==> src/rtl/dot_product_acc_if.sv <==
// Bus bundle for dot_product_acc: lane results and op tag in, result bank and status out.
// in_valid qualifies pe_res/shift for one cycle and has no ready: every valid beat is taken; wr_valid is a one-cycle pulse qualifying wr_idx.
interface dot_product_acc_if #(
  parameter int PE_COUNT   = 4,
  parameter int DATA_WIDTH = 32,
  parameter int ACC_WIDTH  = 40,
  parameter int OUT_DEPTH  = 4
);
  logic [PE_COUNT-1:0][DATA_WIDTH-1:0] pe_res;
  logic                                in_valid;
  logic                                shift;
  logic                                clear;
  logic [OUT_DEPTH-1:0][ACC_WIDTH-1:0] dot_out;
  logic                                wr_valid;
  logic [$clog2(OUT_DEPTH)-1:0]        wr_idx;
  logic                                full;
  logic                                ovf;
  logic                                busy;

  modport master (
    output pe_res, in_valid, shift, clear,
    input  dot_out, wr_valid, wr_idx, full, ovf, busy
  );

  modport slave (
    input  pe_res, in_valid, shift, clear,
    output dot_out, wr_valid, wr_idx, full, ovf, busy
  );
endinterface

==> src/rtl/dot_product_acc.sv <==
// Registered adder-tree reduction of PE lane results feeding a saturating
// accumulate / shift-into-next-slot result bank.
module dot_product_acc #(
  parameter int PE_COUNT   = 4,
  parameter int DATA_WIDTH = 32,
  parameter int ACC_WIDTH  = 40,
  parameter int OUT_DEPTH  = 4
) (
  input  logic             clk,
  input  logic             rstn,
  dot_product_acc_if.slave bus
);
  localparam int L  = $clog2(PE_COUNT);
  localparam int PW = $clog2(OUT_DEPTH);
  localparam int NN = PE_COUNT - 1;
  localparam logic [ACC_WIDTH-1:0] ACC_MAX  = {1'b0, {(ACC_WIDTH-1){1'b1}}};
  localparam logic [ACC_WIDTH-1:0] ACC_MIN  = {1'b1, {(ACC_WIDTH-1){1'b0}}};
  localparam logic [PW:0]          FULL_CNT = (PW+1)'(OUT_DEPTH);

  logic [ACC_WIDTH-1:0] lane_ext [PE_COUNT];
  logic [ACC_WIDTH-1:0] node_d   [NN];
  logic [ACC_WIDTH-1:0] node_q   [NN];
  logic [L-1:0]         vld_q;
  logic [L-1:0]         shf_q;

  for (genvar j = 0; j < PE_COUNT; j++) begin : g_lane
    assign lane_ext[j] = {{(ACC_WIDTH-DATA_WIDTH){bus.pe_res[j][DATA_WIDTH-1]}}, bus.pe_res[j]};
  end

  // Heap-ordered tree: node i sums children 2i+1 / 2i+2; indices >= NN are lanes.
  // Every internal node is a register, so a balanced tree gives exactly L stages.
  for (genvar i = 0; i < NN; i++) begin : g_node
    logic [ACC_WIDTH-1:0] lhs;
    logic [ACC_WIDTH-1:0] rhs;
    if (2*i+1 < NN) begin : g_inner
      assign lhs = node_q[2*i+1];
      assign rhs = node_q[2*i+2];
    end else begin : g_leaf
      assign lhs = lane_ext[2*i+1-NN];
      assign rhs = lane_ext[2*i+2-NN];
    end
    assign node_d[i] = lhs + rhs;
  end

  always_ff @(posedge clk) begin
    if (!rstn) begin
      for (int k = 0; k < NN; k++) node_q[k] <= '0;
    end else begin
      for (int k = 0; k < NN; k++) node_q[k] <= node_d[k];
    end
  end

  // Op tag travels beside the data; clear kills everything in flight.
  always_ff @(posedge clk) begin
    if (!rstn || bus.clear) begin
      vld_q <= '0;
      shf_q <= '0;
    end else begin
      vld_q[0] <= bus.in_valid;
      shf_q[0] <= bus.shift;
      for (int k = 1; k < L; k++) begin
        vld_q[k] <= vld_q[k-1];
        shf_q[k] <= shf_q[k-1];
      end
    end
  end

  logic                                wb_valid;
  logic                                wb_shift;
  logic [ACC_WIDTH-1:0]                wb_sum;
  logic [OUT_DEPTH-1:0][ACC_WIDTH-1:0] bank_q;
  logic [PW-1:0]                       ptr_q;
  logic [PW-1:0]                       tgt;
  logic [PW:0]                         cnt_q;
  logic                                ovf_q;
  logic                                wr_valid_q;
  logic [PW-1:0]                       wr_idx_q;
  logic [ACC_WIDTH-1:0]                cur;
  logic [ACC_WIDTH:0]                  acc_wide;
  logic [ACC_WIDTH-1:0]                wb_val;
  logic                                sat;

  assign wb_valid = vld_q[L-1];
  assign wb_shift = shf_q[L-1];
  assign wb_sum   = node_q[0];

  // Single read-modify-write stage: the bank read always sees the previous op's result.
  always_comb begin
    tgt      = wb_shift ? ptr_q + PW'(1) : ptr_q;
    cur      = bank_q[ptr_q];
    acc_wide = {cur[ACC_WIDTH-1], cur} + {wb_sum[ACC_WIDTH-1], wb_sum};
    sat      = acc_wide[ACC_WIDTH] != acc_wide[ACC_WIDTH-1];
    wb_val   = wb_sum;
    if (!wb_shift) begin
      if (sat) wb_val = acc_wide[ACC_WIDTH] ? ACC_MIN : ACC_MAX;
      else     wb_val = acc_wide[ACC_WIDTH-1:0];
    end
  end

  always_ff @(posedge clk) begin
    if (!rstn || bus.clear) begin
      bank_q     <= '0;
      ptr_q      <= '1;
      cnt_q      <= '0;
      ovf_q      <= 1'b0;
      wr_valid_q <= 1'b0;
      wr_idx_q   <= '0;
    end else begin
      wr_valid_q <= wb_valid;
      if (wb_valid) begin
        bank_q[tgt] <= wb_val;
        ptr_q       <= tgt;
        wr_idx_q    <= tgt;
        if (wb_shift && cnt_q != FULL_CNT) cnt_q <= cnt_q + 1'b1;
        if (!wb_shift && sat)              ovf_q <= 1'b1;
      end
    end
  end

  assign bus.dot_out  = bank_q;
  assign bus.wr_valid = wr_valid_q;
  assign bus.wr_idx   = wr_idx_q;
  assign bus.full     = (cnt_q == FULL_CNT);
  assign bus.ovf      = ovf_q;
  assign bus.busy     = |vld_q;
endmodule

==> src/flat_wrapper.sv <==
// flat-port wrapper written by rule: the top's interface ports become plain ports
module dot_product_acc_flat 
#(
  parameter int PE_COUNT   = 4,
  parameter int DATA_WIDTH = 32,
  parameter int ACC_WIDTH  = 40,
  parameter int OUT_DEPTH  = 4
)
  (clk, rstn, bus_pe_res, bus_in_valid, bus_shift, bus_clear, bus_dot_out, bus_wr_valid, bus_wr_idx, bus_full, bus_ovf, bus_busy);
  dot_product_acc_if #(.PE_COUNT(PE_COUNT), .DATA_WIDTH(DATA_WIDTH), .ACC_WIDTH(ACC_WIDTH), .OUT_DEPTH(OUT_DEPTH)) bus_i ();
  input  logic clk;
  input  logic rstn;
  input wire logic [$bits(bus_i.pe_res)-1:0] bus_pe_res;
  input wire logic [$bits(bus_i.in_valid)-1:0] bus_in_valid;
  input wire logic [$bits(bus_i.shift)-1:0] bus_shift;
  input wire logic [$bits(bus_i.clear)-1:0] bus_clear;
  output wire logic [$bits(bus_i.dot_out)-1:0] bus_dot_out;
  output wire logic [$bits(bus_i.wr_valid)-1:0] bus_wr_valid;
  output wire logic [$bits(bus_i.wr_idx)-1:0] bus_wr_idx;
  output wire logic [$bits(bus_i.full)-1:0] bus_full;
  output wire logic [$bits(bus_i.ovf)-1:0] bus_ovf;
  output wire logic [$bits(bus_i.busy)-1:0] bus_busy;
  assign bus_i.pe_res = bus_pe_res;
  assign bus_i.in_valid = bus_in_valid;
  assign bus_i.shift = bus_shift;
  assign bus_i.clear = bus_clear;
  assign bus_dot_out = bus_i.dot_out;
  assign bus_wr_valid = bus_i.wr_valid;
  assign bus_wr_idx = bus_i.wr_idx;
  assign bus_full = bus_i.full;
  assign bus_ovf = bus_i.ovf;
  assign bus_busy = bus_i.busy;
  dot_product_acc #(.PE_COUNT(PE_COUNT), .DATA_WIDTH(DATA_WIDTH), .ACC_WIDTH(ACC_WIDTH), .OUT_DEPTH(OUT_DEPTH)) u_core (.clk(clk), .rstn(rstn), .bus(bus_i));
endmodule
==> config.mk <==
export PLATFORM = sky130hd
export DESIGN_NAME = dot_product_acc_flat
export DESIGN_NICKNAME = d
export VERILOG_FILES = /design/src/rtl/dot_product_acc_if.sv /design/src/rtl/dot_product_acc.sv /design/src/flat_wrapper.sv
export SDC_FILE = /design/constraint.sdc
export NUM_CORES = 1
export LEC_CHECK = 0
export ABC_AREA = 1
export CORE_ASPECT_RATIO = 1.5
export CORE_MARGIN = 1
export CORE_UTILIZATION = 38
export CTS_CLUSTER_DIAMETER = 120
export DETAILED_ROUTE_END_ITERATION = 10
export PLACE_DENSITY = 0.66
export SLEW_MARGIN = 10
export SYNTH_ARGS = -nofsm -noshare
export SYNTH_HDL_FRONTEND = slang
export SYNTH_SLANG_ARGS = --single-unit
==> constraint.sdc <==
create_clock -name clk -period 7.7 [get_ports clk]
set_clock_uncertainty 0.2 [all_clocks]
set_input_delay 1.155 -clock clk [delete_from_list [all_inputs] [get_ports clk]]
set_output_delay 1.155 -clock clk [all_outputs]
set_load 0.02 [all_outputs]
Word level (Yosys, flattened, before mapping)
Memories as Yosys holds them, arrays and structs flattened.
Index checks and enable logic that the tools add are counted.
{ "totals": {"register_bits": 173, "ram_bits": 120, "inputBits": 133, "n_memories": 1, "elab_cells": 50} }
{ "classes": {"n_eq_ne": 3, "mux": 14, "n_bitwise": 3, "reduce_logical": 9, "order_cmp": 3, "n_addsub": 6} }
{ "memory_table": {"columns": ["name", "depth", "word_bits", "rd", "rd_clocked_by_memory_dff", "write_ports", "line", "text"], "rows": [
  ["u_core.node_q", 3, 40, 3, 0, 3, "dot_product_acc.sv:22", "logic [ACC_WIDTH-1:0] node_q [NN];"]
]} }
{ "ops": {"columns": ["cell", "count"], "rows": [
  ["$mux 40", 8],
  ["$bwmux 160", 1],
  ["$bmux 40 s2", 1],
  ["$demux 40 s2", 1],
  ["$add 32x32->33", 2],
  ["$add 40x40->41", 1],
  ["$add 40x40->40", 1],
  ["$lt 2x3->1 const B", 2],
  ["$reduce_and 2->1", 2],
  ["$add 3x1->3 const B", 1],
  ["$eq 3x3->1 const B", 1],
  ["$logic_and 1x1->1", 3],
  ["$ne 3x3->1 const B", 1],
  ["$or 1x1->1", 3],
  ["$add 2x1->2 const B", 1],
  ["$ge 2x1->1 const B", 1],
  ["$logic_not 1->1", 2],
  ["$mux 1", 2],
  ["$mux 2", 1],
  ["$reduce_or 2->1", 1],
  ["$logic_or 1x1->1", 1],
  ["$ne 1x1->1", 1]
]} }

Logic depth before layout (Yosys ltp)
{ "logic_depth": {"ltp_word": 7, "depth_mapped": 25} }

Least setup slack after synthesis
Ideal clock, no wire load.
{ "synth_path": {"path_kind": "flip-flop to flip-flop", "start": "reg u_core.ptr_q[0]", "end": "reg u_core.bank_q (netlist bit u_core.bus.dot_out[104])", "period_less_slack_ns": 3.246, "stages_incl_launch_ff": 25, "slack_ns": 4.454, "path_buffers": 3, "arrival_time_ns": 2.937, "cell_sequence": "dfxtp_1 buf_4 clkbuf_1 o21ai_0 o22ai_1 ha_1 inv_1 fa_1 inv_1 nand3_1 nand2_1 nand2_1 nand2_2 nand2_1 nand3_2 nand2_2 nand3_1 nand2_2 nand2_4 nand2_4 buf_12 o21ai_4 nand3_1 nand2_1 inv_1"} }
{ "synth_via": {"elab_chain_cells": 7, "elab_cells_between_ends": 15} }
{ "synth_rtl": {"columns": ["element", "line", "text"], "rows": [
  ["start, declared", "dot_product_acc.sv:72", "logic [PW-1:0] ptr_q;"],
  ["start signal, assigned", "dot_product_acc.sv:112", "ptr_q <= tgt;"],
  ["$bmux 40 s2 or $add 2x1->2 (tied branches)", "dot_product_acc.sv:90, dot_product_acc.sv:89", null],
  ["$mux 40 (not written as such) or $mux 2 (tied branches)", "dot_product_acc.sv:90, dot_product_acc.sv:89", null],
  ["$add 40x40->41 (tied with other cells)", "dot_product_acc.sv:91", "acc_wide = {cur[ACC_WIDTH-1], cur} + {wb_sum[ACC_WIDTH-1], wb_sum};"],
  ["$mux 40 (tied with other cells)", "dot_product_acc.sv:95", "if (sat) wb_val = acc_wide[ACC_WIDTH] ? ACC_MIN : ACC_MAX;"],
  ["$mux 40, on equally long branches", "dot_product_acc.sv:95, dot_product_acc.sv:111", null],
  ["$mux 40 or $demux 40 s2 (tied branches)", null, null],
  ["$bwmux 160 *", "dot_product_acc.sv:111", "bank_q[tgt] <= wb_val;"],
  ["end signal, assigned by index", "dot_product_acc.sv:111", null],
  ["end, declared", "dot_product_acc.sv:71", "logic [OUT_DEPTH-1:0][ACC_WIDTH-1:0] bank_q;"]
]} }
Mark *: on every way between the ends. The rest lies on a longest branch, timed or not. The select of a mux whose other input is x is not followed.
A chain may end at the register's enable or synchronous reset.

Final worst setup path
{ "layout_path": {"start": "reg u_core.ptr_q[0]", "end": "reg u_core.bank_q (netlist bit u_core.bus.dot_out[156])"} }
The elaborated chain is that of the path after synthesis.

==> reports/summary.txt <==
RUN STATUS
------------------------------------------------------------------------------------
Run status                                                              finished, final reports clean

CLOCK TREE
------------------------------------------------------------------------------------
H-tree depth                                                                       1
Worst-skew pair later-pin latency                                            0.58 ns
Post_cts resized                                                                   0
Clock sinks                                                                      279
Register clock-pin slew on the reported worst setup and hold paths           0.07 ns
Num CTS Buffers                                                                   28
Root Buffer                                                             sky130_fd_sc_hd__clkbuf_16
Buffer levels on the longest clock path                                            3
Post-CTS setup-driven buffer insertion count                                       0
Clock tree from TritonCTS                                                      built
Number of buffers inserted for hold repair after clock tree synthesis              0

MIN PATH
------------------------------------------------------------------------------------
Hold Path End                                                           u_core.shf_q[1]
Number of cells on the worst hold path                                             2
Worst hold path startpoint                                              u_core.shf_q[0]
HP Class                                                                register to register

ROUTE
------------------------------------------------------------------------------------
Number of routed nets with antenna violations                                      0
Pre-Repair DR Iteration Count                                                      6
Number of DRC violations after detailed routing                                    0
Total wirelength of the detailed-routed design                               65.2 mm
Wirelength per Cell                                                          17.0 um
Via count                                                                     20,100
Via density per instance                                                        5.24
Violation count after the first detailed-routing iteration                     1,051

PLACED DESIGN
------------------------------------------------------------------------------------
Final weighted congestion in routability-driven placement                       1.00
IO buf count                                                                     298
DPL Wire Length                                                              51.1 mm

FINAL LAYOUT
------------------------------------------------------------------------------------
Number of fillers in the final layout                                          5,182
Final core utilization                                                         47.7%
Area Growth Syn to Fin                                                         23.7%
Highest-count cells in the layout ignoring fill and taps                sky130_fd_sc_hd__nand2_1, sky130_fd_sc_hd__nor2_1, sky130_fd_sc_hd__inv_1
Most common cell after layout, fill and taps aside                      sky130_fd_sc_hd__nand2_1
Final net count                                                                3,437
Diode count                                                                        0
Fraction of layout instances using a drive strength above 1                    3.81%

FLOORPLANNING
------------------------------------------------------------------------------------
Die footprint                                                           51,200 sq um
Io pins                                                                          299
Floorplan Core Area                                                     49,500 sq um
Initial Utilization                                                            38.5%
Horizontal extent of the die                                                  185 um
Cell row count                                                                   100
Chip Height                                                                   276 um

TIMING
------------------------------------------------------------------------------------
Post-Route Hold Slack                                                       0.219 ns
Final-report hold violation count                                                  0
Final Critical Period                                                        4.90 ns
Total setup violations reported at the end of the flow                             0
Count of final max-slew check failures                                             0
Period utilisation layout                                                      63.6%
Max_slew headroom                                                              34.5%
Setup tns final                                                                 0 ns
Highest Clock Rate                                                           204 MHz
Unrepaired setup endpoints after global routing                                false
Actual transition at the worst max-transition pin                           0.980 ns

YOSYS
------------------------------------------------------------------------------------
Yosys synthesis warning count                                                      0
Yosys cell types                                                                  52
Flop and latch count out of synthesis                                            279
Most frequently used flop master after synthesis                        sky130_fd_sc_hd__dfxtp_1
Post-synth EDFFs                                                                   0
Post-synthesis cell count                                                      2,918
Sequential-to-total area share from yosys stat                                 29.3%
Post-synth design cell area                                             19,100 sq um
Post-synthesis net count                                                       3,194
Async S/R FF share, synth                                                         0%
Avg Synthesized Cell Area                                                 6.54 sq um

POWER
------------------------------------------------------------------------------------
Maximum vdd ir drop                                                           149 uV
Total leakage power                                                          10.9 nW
Pwr per Cell Area                                                        174 nW/um^2

WORST SETUP PATH
------------------------------------------------------------------------------------
Worst-case reg-to-reg path depth                                                  23
First element of the critical path                                      u_core.ptr_q[0]
Critical path capture point type                                            register
Flop2flop setup slack                                                        2.80 ns
Category of the critical setup timing path                              register to register
Largest fanout on the critical path                                               41
Required @ worst endpoint                                                    7.97 ns
Arrival time of the worst setup path                                         5.17 ns
FF-to-FF End                                                            u_core.bus.dot_out[156]
Startpoint types                                                            register
Launch instance of the worst register-to-register path                  u_core.ptr_q[0]

GRT
------------------------------------------------------------------------------------
First-pass GRT wire length                                                    102 mm
Global-route usage over all layers                                             25.2%
Number of antenna violations at the first check in global routing                  0
Number of global-route vias before repair                                     19,100
Overall overflow remaining after global route                                      0
Pin count of the biggest net entering global routing                              81

JOB
------------------------------------------------------------------------------------
Max capacitance violation total                                                    0

==> synthesized netlist by cell type, types with 14 or more instances <==
library cell                 n  area share (%)
sky130_fd_sc_hd__nand2_1   553              11
sky130_fd_sc_hd__nor2_1    386             7.6
sky130_fd_sc_hd__inv_1     344             6.8
sky130_fd_sc_hd__a21oi_1   308             8.1
sky130_fd_sc_hd__dfxtp_1   279              29
sky130_fd_sc_hd__o21ai_0   265             6.9
sky130_fd_sc_hd__nand3_1   181             4.7
sky130_fd_sc_hd__ha_1      139             9.1
sky130_fd_sc_hd__clkbuf_1   85             1.7
sky130_fd_sc_hd__o21a_1     82             3.2
sky130_fd_sc_hd__o22ai_1    39             1.3
sky130_fd_sc_hd__xor2_1     27             1.2
sky130_fd_sc_hd__nand4_1    22            0.72
sky130_fd_sc_hd__nor3_1     20            0.52
sky130_fd_sc_hd__o21bai_1   18            0.71
sky130_fd_sc_hd__a31oi_1    15            0.49
sky130_fd_sc_hd__or2_2      15            0.49
sky130_fd_sc_hd__a21o_1     14            0.55
==> routing by layer <==
layer / global-route usage [%] / up-vias / share of wire [%]
met2: 47.7 / 603 / 53
met4: 13.3 / 0 / 5.6
met3: 1.98 / 161 / 3.8
met1: 27.3 / 9132 / 38
li1: - / 10200 / -
met5: 0 / - / 0
==> cell families (layout without fill, tap and decap cells) <==
family          count (synthesis)  after routing  share of synthesized area, %
xor+xnor                       34             34                          1.56
buf+inv                       448            709                          9.10
fa+ha+maj                     143            143                          9.53
compound gates                809            809                          24.5
flops                         279            279                          29.3
simple gates                 1205           1205                          26.0
==> through the flow <==
stage | cell area [sq um] | instances | power, mW | setup WS [ns]
after floorplan | 19100 | 2918 | 2.31 | 4.45
after global placement | 22600 | 3794 | 2.64 | 2.90
after detailed placement | 22600 | 3794 | 2.64 | 2.85
after CTS | 23600 | 3842 | 4.12 | 2.82
after global routing | 23600 | 3842 | 4.31 | 2.38
final | 23600 | 3842 | 4.10 | 2.80
==> cell type report <==
type / instances / area (sq um) / area share (%)
tap: 663 / 830 / 3.51
multi-input combinational: 2191 / 11800 / 50.0
sequential: 279 / 5590 / 23.7
timing repair buffer: 313 / 3090 / 13.1
clock buffer: 36 / 771 / 3.26
clock inverter: 12 / 220 / 0.933
inverter: 348 / 1310 / 5.53
==> registers in the layout (all words and copies together) (netlist names) <==
signal / cells
u_core.node_q: 106
u_core.bus.dot_out: 160
u_core.cnt_q: 3
u_core.bus.ovf: 1
u_core.shf_q: 2
u_core.ptr_q: 2
u_core.bus.wr_idx: 2
u_core.vld_q: 2
u_core.bus.wr_valid: 1
==> critical path, stage by stage, from the launching register on <==
cell and delay (ns):
sky130_fd_sc_hd__dfxtp_2 0.34, sky130_fd_sc_hd__inv_2 0.55, sky130_fd_sc_hd__buf_4 0.49, sky130_fd_sc_hd__o21ai_0 0.13, sky130_fd_sc_hd__o22ai_1 0.18, sky130_fd_sc_hd__ha_1 0.23, sky130_fd_sc_hd__inv_1 0.06, sky130_fd_sc_hd__fa_1 0.39
sky130_fd_sc_hd__inv_1 0.09, sky130_fd_sc_hd__nand3_1 0.07, sky130_fd_sc_hd__nand2_1 0.13, sky130_fd_sc_hd__nand2_1 0.08, sky130_fd_sc_hd__nand2_2 0.11, sky130_fd_sc_hd__nand2_1 0.08, sky130_fd_sc_hd__nand3_2 0.12, sky130_fd_sc_hd__nand2_2 0.08
sky130_fd_sc_hd__nand2_2 0.06, sky130_fd_sc_hd__nand2_1 0.05, sky130_fd_sc_hd__nand2_1 0.08, sky130_fd_sc_hd__nand2_2 0.53, sky130_fd_sc_hd__nand3_1 0.46, sky130_fd_sc_hd__nand3_1 0.11, sky130_fd_sc_hd__nand2_1 0.09, sky130_fd_sc_hd__inv_1 0.04
==> how the worst max path moves through the flow <==
stage	end	slack, ns	cells after the start
after floorplan	u_core.bus.dot_out[104]	4.45	24
after global placement	u_core.bus.dot_out[57]	2.90	22
after detailed placement	u_core.bus.dot_out[156]	2.85	23
after CTS	u_core.bus.dot_out[156]	2.82	23
after global routing	u_core.bus.dot_out[37]	2.38	23
final	u_core.bus.dot_out[156]	2.80	23
==> power breakdown <==
group | switching, mW | internal (mW) | total (mW)
clock network | 0.596 | 0.876 | 1.47
registers | 0.0641 | 1.53 | 1.59
logic | 0.675 | 0.364 | 1.04
total | 1.33 | 2.77 | 4.10
Power figures use the tool's default switching activity.
